[src/rtl/seg_display_ctrl.sv]
// Bus-mapped four-digit seven-segment scanner. Software writes a 16-bit hex value
// and a control word; the block multiplexes the common-anode digits on its own.
module seg_display_ctrl #(
  parameter int          SCAN_DIV  = 50000,
  parameter logic [31:0] BASE_ADDR = 32'h40000020
) (
  input  logic        clk,
  input  logic        rst,
  input  logic        MemRead,
  input  logic        MemWrite,
  input  logic [31:0] Addr,
  input  logic [31:0] Write_Data,
  output logic [31:0] Read_Data,
  output logic [3:0]  an,
  output logic [7:0]  seg
);

  localparam int CNT_W = $clog2(SCAN_DIV);
  localparam logic [CNT_W-1:0] CNT_LAST = CNT_W'(SCAN_DIV - 1);

  typedef enum logic [1:0] {
    REG_VALUE  = 2'd0,
    REG_CTRL   = 2'd1,
    REG_STATUS = 2'd2,
    REG_RSVD   = 2'd3
  } reg_sel_e;

  logic [15:0]      value_q;
  logic [11:0]      ctrl_q;
  logic [CNT_W-1:0] cnt_q;
  logic [1:0]       digit_q;
  logic [15:0]      frame_q;

  logic             sel;
  reg_sel_e         reg_idx;
  logic             en;
  logic [3:0]       dp_mask;
  logic [3:0]       blank_mask;
  logic [3:0]       nibble;
  logic [3:0]       an_d;
  logic [7:0]       seg_d;

  // Byte-lane bits and the upper store bits have no home in any register.
  logic unused_bits;
  assign unused_bits = ^{Addr[1:0], Write_Data[31:16]};

  assign sel        = (Addr[31:4] == BASE_ADDR[31:4]);
  assign reg_idx    = reg_sel_e'(Addr[3:2]);
  assign en         = ctrl_q[0];
  assign dp_mask    = ctrl_q[7:4];
  assign blank_mask = ctrl_q[11:8];

  // NOTE: sequential state uses non-blocking assignments so every register
  // samples pre-edge values and simulation matches the synthesized flops.
  always_ff @(posedge clk or posedge rst) begin
    if (rst) begin
      value_q <= '0;
      ctrl_q  <= '0;
    end else if (MemWrite && sel) begin
      case (reg_idx)
        REG_VALUE: value_q <= Write_Data[15:0];
        REG_CTRL:  ctrl_q  <= Write_Data[11:0];
        default:   ;
      endcase
    end
  end

  // NOTE: give every always_comb output a default first; a path that leaves
  // one unassigned infers a latch.
  always_comb begin
    Read_Data = 32'h0;
    if (MemRead && sel) begin
      case (reg_idx)
        REG_VALUE:  Read_Data = {16'h0, value_q};
        REG_CTRL:   Read_Data = {20'h0, ctrl_q};
        REG_STATUS: Read_Data = {frame_q, 14'h0, digit_q};
        default:    Read_Data = 32'h0;
      endcase
    end
  end

  // Dwell divider and digit index; held at zero while disabled so a re-enable
  // always restarts on digit 0 with a full dwell.
  always_ff @(posedge clk or posedge rst) begin
    if (rst) begin
      cnt_q   <= '0;
      digit_q <= '0;
      frame_q <= '0;
    end else if (!en) begin
      cnt_q   <= '0;
      digit_q <= '0;
    end else if (cnt_q == CNT_LAST) begin
      cnt_q   <= '0;
      digit_q <= digit_q + 2'd1;
      if (digit_q == 2'd3) frame_q <= frame_q + 16'd1;
    end else begin
      cnt_q <= cnt_q + CNT_W'(1);
    end
  end

  function automatic logic [6:0] hex_to_seg(input logic [3:0] n);
    case (n)
      4'h0: hex_to_seg = 7'h40;
      4'h1: hex_to_seg = 7'h79;
      4'h2: hex_to_seg = 7'h24;
      4'h3: hex_to_seg = 7'h30;
      4'h4: hex_to_seg = 7'h19;
      4'h5: hex_to_seg = 7'h12;
      4'h6: hex_to_seg = 7'h02;
      4'h7: hex_to_seg = 7'h78;
      4'h8: hex_to_seg = 7'h00;
      4'h9: hex_to_seg = 7'h10;
      4'hA: hex_to_seg = 7'h08;
      4'hB: hex_to_seg = 7'h03;
      4'hC: hex_to_seg = 7'h46;
      4'hD: hex_to_seg = 7'h21;
      4'hE: hex_to_seg = 7'h06;
      default: hex_to_seg = 7'h0E;
    endcase
  endfunction

  assign nibble = value_q[{digit_q, 2'b00} +: 4];

  always_comb begin
    an_d  = 4'hF;
    seg_d = 8'hFF;
    if (en && !blank_mask[digit_q]) begin
      an_d  = ~(4'b0001 << digit_q);
      seg_d = {~dp_mask[digit_q], hex_to_seg(nibble)};
    end
  end

  always_ff @(posedge clk or posedge rst) begin
    if (rst) begin
      an  <= 4'hF;
      seg <= 8'hFF;
    end else begin
      an  <= an_d;
      seg <= seg_d;
    end
  end

endmodule

[config.mk]
export PLATFORM = sky130hd
export DESIGN_NAME = seg_display_ctrl
export DESIGN_NICKNAME = d
export VERILOG_FILES = /design/src/rtl/seg_display_ctrl.sv
export SDC_FILE = /design/constraint.sdc
export NUM_CORES = 1
export LEC_CHECK = 0
export ABC_AREA = 1
export ABC_CLOCK_PERIOD_IN_PS = 2600
export CELL_PAD_IN_SITES_DETAIL_PLACEMENT = 1
export CELL_PAD_IN_SITES_GLOBAL_PLACEMENT = 1
export CORE_MARGIN = 3
export CORE_UTILIZATION = 32
export CTS_BUF_LIST = sky130_fd_sc_hd__clkbuf_2 sky130_fd_sc_hd__clkbuf_4 sky130_fd_sc_hd__clkbuf_8
export CTS_CLUSTER_DIAMETER = 200
export DETAILED_ROUTE_END_ITERATION = 8
export PLACE_DENSITY = 0.78
export SLEW_MARGIN = 10
export SYNTH_ARGS = -nofsm -noshare
export SYNTH_HDL_FRONTEND = slang
export SYNTH_SLANG_ARGS = --single-unit
export TNS_END_PERCENT = 5
[constraint.sdc]
create_clock -name clk -period 2.6 [get_ports clk]
set_clock_uncertainty 0.1 [all_clocks]
set_input_delay 0.52 -clock clk [delete_from_list [all_inputs] [get_ports clk]]
set_output_delay 0.52 -clock clk [all_outputs]
set_load 0.01 [all_outputs]
==> qor.tcl <==
set qor(design.core.area_um2) 13900
set qor(ios) 112
set qor(cts_tree) {done}
set qor(route.final.wire_length_mm) 13.5
set qor(post-cts-setup-buffers) 0
set qor(rsz0062_at_grt) {yes}
set qor(edff_count_synth) 0
set qor(fraction_of_final_layout_cells_with_drive_strength_greater_than_1_pct) 18.5
set qor(max-cap-violations) 0
set qor(die_x_um) 126
set qor(post_dp_cell_area_um2) 5730
set qor(layout_commonest_cell) {sky130_fd_sc_hd__nand2_1}
set qor(worstSkewPairLatency_ns) 0.37
set qor(nets) 789
set qor(post_route_design_area_um2) 5890
set qor(postSynthRegisterBits) 74
set qor(flow.area_growth_from_synthesis_pct) 28.2
set qor(synth_top_flop_cell) {sky130_fd_sc_hd__dfrtp_1}
set qor(worst_slew_margin_rel_pct) 52.8
set qor(drtPass1Iterations) 4
set qor(clock.fmax_ghz) 0.389
set qor(via_count_of_the_first_global_routing_pass) 4583
set qor(number_of_distinct_standard_cells_referenced_by_the_synthesized_netlist) 37
set qor(cts_hold_buffers) 0
set qor(grt_max_degree) 75
set qor(place.port_buffers) 93
set qor(routabilityCongestion) 0.844
set qor(worst_pin_slew_ns) 0.705
set qor(setup-violations-final) 0
set qor(p_leak_nw) 2.84
set qor(synth_top_cells_by_area) {sky130_fd_sc_hd__dfrtp_1 (34%), sky130_fd_sc_hd__nand2_1 (18%), sky130_fd_sc_hd__dfstp_2 (6.9%), sky130_fd_sc_hd__nor2_1 (5.6%), sky130_fd_sc_hd__nand4_1 (4.5%)}
set qor(remaining_drc_errors) 0
set qor(synth.net_count) 688
set qor(vdd.ir_drop.worst_mv) 0.224
set qor(report.power.total_w) 0.00228
set qor(cp.required_ns) 1.98
set qor(final.min_clock_period_ns) 2.57
set qor(run_status) {complete, no violations}
set qor(wl_per_cell_um) 15.1
set qor(post_synth_inst_count) 608
set qor(worst_setup_path_start_kind) {primary input}
set qor(clkSinkCount) 74
set qor(postLayoutSetupSlackWorst_ns) 0.0310
set qor(p_switching_w) 0.000579
set qor(worstSetupPathType) {primary input to output pin}
set qor(cts_buffers) 9
set qor(initial_antenna_violation_count) 0
set qor(floorplan.initialDensity_pct) 33.0
set qor(power_report.internal_total_w) 0.00170
set qor(crit_path_max_fanout) 19
set qor(worstPathArrival_ns) 1.95
set qor(setup_total_negative_slack_ns) 0
set qor(utilization_pct) 42.3
set qor(seqPwrFrac_pct) 50.5
set qor(cp-end-kind) {output pin}
set qor(final_min_period_over_clock_period_pct) 98.8
set qor(fp-row-count) 43
set qor(route.antenna.remaining_nets) 0
set qor(ys.warnings.count) 0
set qor(async_flop_share_pct) 100
set qor(globalRouteOverflowTotal) 0
set qor(drt-vias-per-instance) 4.95
set qor(critical_path.max_stage_delay_ns) 0.40
set qor(netlist_area_um2) 4590
set qor(critical-path-slowest-cell) {sky130_fd_sc_hd__clkdlybuf4s50_1}
set qor(synth.largest_area_cell) {sky130_fd_sc_hd__dfrtp_1}
set qor(power.share.switching_pct) 25.4
set qor(hold_path.class) {register to register}
set qor(timing_max_transition_violations_final) 0
set qor(syn_area_per_cell_um2) 7.55
set qor(clockRootBuffer) {sky130_fd_sc_hd__clkbuf_8}
set qor(die_height_um) 126
set qor(design.die.area_um2) 15800
set qor(timing.final.hold_violations) 0
set qor(grt_first_pass_wirelength_mm) 22.5
set qor(preCtsSetupSlack_ns) -0.489
set qor(clkTransAtPathRegs_ns) 0.08
set qor(grt.total_usage_pct) 17.3
set qor(dp_hpwl_mm) 10.2
set qor(clkPwrFrac_pct) 42.3
set qor(critical_path.cell_chain) {clkdlybuf4s50_1 -> nor2_1 -> nand2_1 -> nor2_2 -> nand2_2 -> nor2_8 -> nand2_4 -> buf_12 -> nor3_2 -> buf_2}
set qor(commonest_non_fill_non_tap_cells_in_the_layout) {sky130_fd_sc_hd__nand2_1 (225), sky130_fd_sc_hd__nor2_1 (62), sky130_fd_sc_hd__dfrtp_1 (62), sky130_fd_sc_hd__clkdlybuf4s50_1 (44), sky130_fd_sc_hd__inv_1 (39)}
set qor(ys_seq_area_share_pct) 40.7
set qor(worst-path-buf-inv) 3
set qor(powerDensity_nw_per_um2) 387
set qor(antennaDiodeCount) 0
set qor(cts_max_level) 3
set qor(power.share.combinational_pct) 7.2
set qor(cts_max_path_buffers) 2
set qor(yosys.area.top_type_share_pct) 33.8
set qor(detailedRoute.firstIterationViolations) 214
set qor(timing.critical_path.max_delay_family) {buffers and inverters}
set qor(vias) 4423
through the flow:
stage	hold WS [ns]	cells
5_1_grt	0.403	894
3_5_place_dp	0.362	878
4_1_cts	0.370	894
2_1_floorplan	0.333	608
6_report	0.369	894
3_3_place_gp	0.344	878
area by class of cell:
type | count | area, um2
fill | 1731 | 8050
clock buffer | 9 | 124
inverter | 47 | 176
clock inverter | 7 | 83.8
multi-input combinational | 463 | 2370
tap | 180 | 225
sequential | 74 | 1870
timing repair buffer | 114 | 1050
metal layers:
| metal | global-route usage (%) | routed length, um | vias up |
|---|---|---|---|
| met5 | 0 | 0 | - |
| met4 | 6.18 | 240 | 0 |
| met3 | 2.93 | 607 | 15 |
| met2 | 30.1 | 6690 | 97 |
| met1 | 21.6 | 5940 | 2154 |
| li1 | - | - | 2157 |
power groups by stage:
stage / Clock [W] / Sequential [W] / Combinational (W)
after global routing: 0.00103 / 0.00115 / 0.000179
after CTS: 0.000995 / 0.00115 / 0.000170
final: 0.000963 / 0.00115 / 0.000164
after floorplan: 0 / 0.00117 / 0.0000554
after detailed placement: 0 / 0.00117 / 0.000169
after global placement: 0 / 0.00117 / 0.000165
cell usage after synthesis, types with 3 or more instances:
cell and n:
sky130_fd_sc_hd__ha_1 12, sky130_fd_sc_hd__xor2_1 11, sky130_fd_sc_hd__nor2_1 68, sky130_fd_sc_hd__nand2_2 4, sky130_fd_sc_hd__o21ai_0 10, sky130_fd_sc_hd__buf_12 3
sky130_fd_sc_hd__nand3_1 37, sky130_fd_sc_hd__inv_2 7, sky130_fd_sc_hd__nand4_1 33, sky130_fd_sc_hd__a21oi_1 7, sky130_fd_sc_hd__buf_6 8, sky130_fd_sc_hd__nor3_2 11
sky130_fd_sc_hd__nand2_1 225, sky130_fd_sc_hd__nor3_1 13, sky130_fd_sc_hd__nor3b_1 4, sky130_fd_sc_hd__dfrtp_1 62, sky130_fd_sc_hd__buf_4 6, sky130_fd_sc_hd__a21oi_2 9
sky130_fd_sc_hd__buf_2 5, sky130_fd_sc_hd__inv_1 40, sky130_fd_sc_hd__dfstp_2 12
what timing repair did:
item / in CTS / in global routing
gates resized for setup: 133 / 27
setup endpoints to repair: 32 / 32
pin swaps: 0 / 3
logic make-up after synthesis:
logic type                 count (synthesis)  share of synthesized area [%]
and+or+nand+nor                          405                           39.9
buffers and inverters                     71                           9.10
adders and majority gates                 12                           3.27
DFF                                       74                           40.7
xor gates and xnor gates                  12                           2.29
AOI/OAI and AO/OA                         34                           4.80
registers in the layout, indices dropped and copies added (netlist names):
register / cells
cnt_q: 16
frame_q: 16
value_q: 16
ctrl_q: 12
seg: 8
an: 4
digit_q: 2
path summary, 6_finish.rpt:
kind,start,to,slack (ns),depth (start not counted)
setup / recovery,Addr[13],Read_Data[23],0.03,10
hold reg to reg,cnt_q[0],cnt_q[0],0.37,1
hold / removal,cnt_q[0],cnt_q[0],0.37,1
setup reg to reg,cnt_q[0],frame_q[14],0.63,7
min in group asynchronous,rst,frame_q[7],0.45,3
max in group asynchronous,rst,seg[4],1.60,3
Note: power is estimated with default switching activity, not from simulation.
==> variant 1, RTL diff (same settings) <==
Change the parameter `SCAN_DIV` from 50000 to 12500.
--- a/src/rtl/seg_display_ctrl.sv
+++ b/src/rtl/seg_display_ctrl.sv
@@ -1,7 +1,7 @@
 // Bus-mapped four-digit seven-segment scanner. Software writes a 16-bit hex value
 // and a control word; the block multiplexes the common-anode digits on its own.
 module seg_display_ctrl #(
-  parameter int          SCAN_DIV  = 50000,
+  parameter int          SCAN_DIV  = 12500,
   parameter logic [31:0] BASE_ADDR = 32'h40000020
 ) (
   input  logic        clk,
Check against the original RTL: no difference found for any inputs over 4 cycles, from zero or initial values and one cycle with rst high; that may be too few to reach the edited logic, so the function may still have changed.
==> variant 1 against the original RTL <==
  * Count of clock-buffer cells in the layout rose by 1
  * Final area rose by 0.91%
  * Sequential cell count fell by 2
  * Maximum frequency rose by 2.0%
  * Wire length rose by 2.7%
  * Sequential share of layout area fell by 1.1 points
  * Worst setup slack improved by 0.051 ns
  * Synthesized area fell by 1.9%
  * Total power rose by 1.5%
==> variant 1: results (changes against the original RTL) <==
- Top Registers: frame_q: 16 flops, value_q: 16 flops, cnt_q: 14 flops
- Switch share: 23.76% (-1.7 points)
- Finished Layout Cells: 880 (-1.6%)
- Reg2reg setup slack: 0.68 ns (+0.05 ns)
- LEAKAGE: 0.002919 µW (+2.7%)
- Synth Area in Adders: 3.334% (+0.065 points)
- Peak VDD IR: 0.0002356 V (+5.3%)
- Launch point of the worst reg-to-reg path: digit_q[0]$_DFFE_PP0P_
- Outcome: completed
- Share of cells above drive strength 1: 20.45% (+2.0 points)
- Initial DRC count: 206 (-3.7%)
- Crit Path Max Fanout: 14 (-5)
- First-pass GRT wire length: 23420 µm (+4.3%)
- Setup crit end: Read_Data[21]
- Syn_nets: 672 (-2.3%)
- Overall power: 2313 µW (+1.5%)
- Fraction of the mapped netlist area in compound gates: 5.363% (+0.57 points)
- Power share of the clock group: 44.3% (+2.0 points)
- DR vias/cell: 5.019 (+1.5%)
- Crit path from: Addr[3]
- Register area share after synthesis: 40.34% (-0.31 points)
- Arrival time worst endpoint: 1.90 ns (-0.05 ns)
- Top cells by area, synth: dfrtp_1 33%, nand2_1 18%, dfstp_2 7.0%
- Max_slew headroom: 58.59% (+5.7 points)
- Fin Hold WS: 0.3899 ns (+0.02103 ns)
- DP Cell Count: 863 (-1.7%)
- GRT Resource Usage Total: 18.15% (+0.86 points)
- Nets: 779 (-1.3%)
- Drt total wl: 13840 µm (+2.7%)
- GP Congestion: 0.8844 (+4.7%)
- Cts repair resizes: 139 (+4.5%)
- DP HPWL: 10400 µm (+1.9%)
[variant 1: worst max-delay path: cells and delay by family]
kind,cells,cell delay [ns]
buf+inv,4,1.03
simple gates,2,0.32
[variant 1: through the flow]
step,worst slack [ns],cell area [µm²]
after floorplan,0.1749,4503
after global placement,-0.4955,5682
after detailed placement,-0.5564,5682
after CTS,-0.08625,5799
after global routing,0.001161,5942
final,0.08220,5942
[variant 1: final cells by class]
type,instances,area [µm²]
Clock inverter,6,92.59
Clock buffer,10,131.4
Sequential cell,72,1817
Multi-Input combinational cell,447,2351
Inverter,49,186.4
Timing Repair Buffer,120,1144
Fill cell,1680,7564
Tap cell,176,220.2
[variant 1: metal layers]
metal | part of all wire, % | wire (µm) | GRT usage, %
met5 | 0 | 0 | 0
met2 | 50 | 6899 | 30.82
met1 | 44 | 6068 | 23.56
met4 | 1.9 | 260 | 5.480
met3 | 4.4 | 610 | 3.259
==> variant 2, RTL diff (same settings) <==
Without the edit above. The output `an` loses its register stage (`an` becomes a continuous assignment).
--- a/src/rtl/seg_display_ctrl.sv
+++ b/src/rtl/seg_display_ctrl.sv
@@ -132,13 +132,13 @@
 
   always_ff @(posedge clk or posedge rst) begin
     if (rst) begin
-      an  <= 4'hF;
       seg <= 8'hFF;
     end else begin
-      an  <= an_d;
       seg <= seg_d;
     end
   end
 
+  assign an = an_d;
+
 endmodule
 
Formal check against the unedited RTL: not equivalent (a bounded check fails within 4 cycles, from zero or initial values and one cycle with rst high).
==> variant 2 against the original RTL <==
  * Global-route usage grew 1.0 points
  * Sequential cell count shrank 4
  * Worst setup slack gained 0.034 ns
  * Wire length grew 4.5%
  * Combinational power grew 4%
  * Critical path type unchanged
  * Total power shrank 8.5%
  * Critical endpoint is now Read_Data[21]
  * Final area grew 0.25%
  * Non-clock buffer count grew 11
  * Synthesized area shrank 2.0%
==> variant 2: results (changes against the original RTL) <==
- Outcome: completed
- Count of different cell masters after synthesis: 35 (-5.4%)
- Power share of the clock group: 39.6% (-2.7 points)
- CTS Buf Count: 9 (unchanged)
- Post-CTS setup buffers: 0 (unchanged)
- Initial DRT Pass Iterations: 4 (unchanged)
- Top Registers: cnt_q: 16 flops, frame_q: 16 flops, value_q: 16 flops
- Register area share after synthesis: 39.15% (-1.5 points)
- Routed WL per cell: 15.59 µm (+3.4%)
- Yosys warnings: 0 (unchanged)
- DR vias/cell: 4.935 (-0.26%)
- Share of cells above drive strength 1: 20.05% (+1.6 points)
- Root buffer cell: clkbuf_8
- Top cells by area, synth: dfrtp_1 34%, nand2_1 19%, nor2_1 5.8%
- Clk slew on worst S/H paths: 0.08 ns (about the same)
- Cell internal pwr: 1601 µW (-5.8%)
- Switch share: 23.23% (-2.2 points)
- Crit Path Max Fanout: 6 (-13)
- Post-synth EDFFs: 0 (unchanged)
- Post-Syn Instances: 611 (+0.49%)
- Peak VDD IR: 0.0002526 V (+13%)
- Post-synth top cells: 229 x nand2_1, 69 x nor2_1, 62 x dfrtp_1
- Crit-path slowest cell: dlygate4sd2_1
- Arrival time worst endpoint: 1.91 ns (-0.04 ns)
- H-tree lvl count: 3 (unchanged)
- DP Cell Count: 885 (+0.80%)
- Hold crit path type: input pin to asynchronous set/reset pin
- Cts repair resizes: 145 (+9.0%)
- Setup TNS: 0 ns (unchanged)
- DP HPWL: 10600 µm (+3.9%)
- Pre-CTS WS: -0.4964 ns (-0.007137 ns)
- Nets: 803 (+1.8%)
- Gate power share: 8.1% (+0.9 points)
- Syn_nets: 691 (+0.44%)
- GRT Resource Usage Total: 18.32% (+1.0 points)
- Clock latency on the worst-skew pair: about 0.36 ns
- Ant diodes: 0 (unchanged)
- Dpl cell area: 5703 µm² (-0.46%)
- Pin count of the biggest net entering global routing: 31 (-59%)
- Vias in the first global route: 4895 (+6.8%)
- I/O Buffers: 93 (unchanged)
- LEAKAGE: 0.002917 µW (+2.7%)
- Initial DRC count: 174 (-19%)
- First-pass GRT wire length: 23420 µm (+4.3%)
- DR vias: 4461 (+0.86%)
- Slowest cell delay on critical path: 0.23 ns (-0.17 ns)
- Least-Margin Pin Slew: 0.6465 ns (-0.05860 ns)
- Initial antenna violation count: 0 (unchanged)
- CTS max path bufs: 2 (unchanged)
- GP Congestion: 0.8367 (-0.90%)
- Async S/R FF share, synth: 100.0% (unchanged)
-- variant 2: cell types whose count changed after synthesis, sizes merged, moves of 2 or more --
cell   before  now
nor3b       4    2
inv        47   49
nor2       71   73
dfstp      12    8
nand2     230  237
-- variant 2: cell families (layout without fill, tap and decap cells) --
group	Yosys count	in the layout	synth area share, %
AND/OR/NAND/NOR	411	411	41.24
XOR/XNOR	12	12	2.336
AO/OA/AOI/OAI	33	33	4.727
buffers and inverters	73	190	9.205
adder cells (fa/ha/maj)	12	12	3.337
flip-flops	70	70	39.15
-- variant 2: final timing paths --
kind                                         from  slack (ns)            endpoint  depth (start not counted)
max                                      Addr[17]        0.07       Read_Data[21]                         10
min                                           rst        0.38  cnt_q[9]$_DFF_PP0_                          2
max reg2reg                digit_q[0]$_DFFE_PP0P_        0.62    seg[6]$_DFF_PP1_                         11
min reg2reg                    cnt_q[0]$_DFF_PP0_        0.38  cnt_q[0]$_DFF_PP0_                          1
max in group asynchronous                     rst        1.42    seg[5]$_DFF_PP1_                          3
min in group clk               cnt_q[0]$_DFF_PP0_        0.38  cnt_q[0]$_DFF_PP0_                          1
-- variant 2: per-layer routing --
metal,routed length (µm),global-route usage (%),up-vias
li1,-,-,2173
met1,6154,21.20,2190
met2,7186,33.24,82
met3,513,4.374,16
met4,234,5.738,0
met5,0,0,-
-- variant 2: final cells by class --
cell class / instances / area, µm²
Sequential cell: 70 / 1764
Clock buffer: 15 / 175.2
Timing Repair Buffer: 125 / 1160
Fill cell: 1713 / 7602
Inverter: 49 / 186.4
Clock inverter: 1 / 5.005
Tap cell: 176 / 220.2
Multi-Input combinational cell: 468 / 2392
-- variant 2: worst max-delay path, delay by kind of cell --
kind | cells | cell delay (ns)
buffers and inverters | 3 | 0.55
and+or+nand+nor | 7 | 0.83
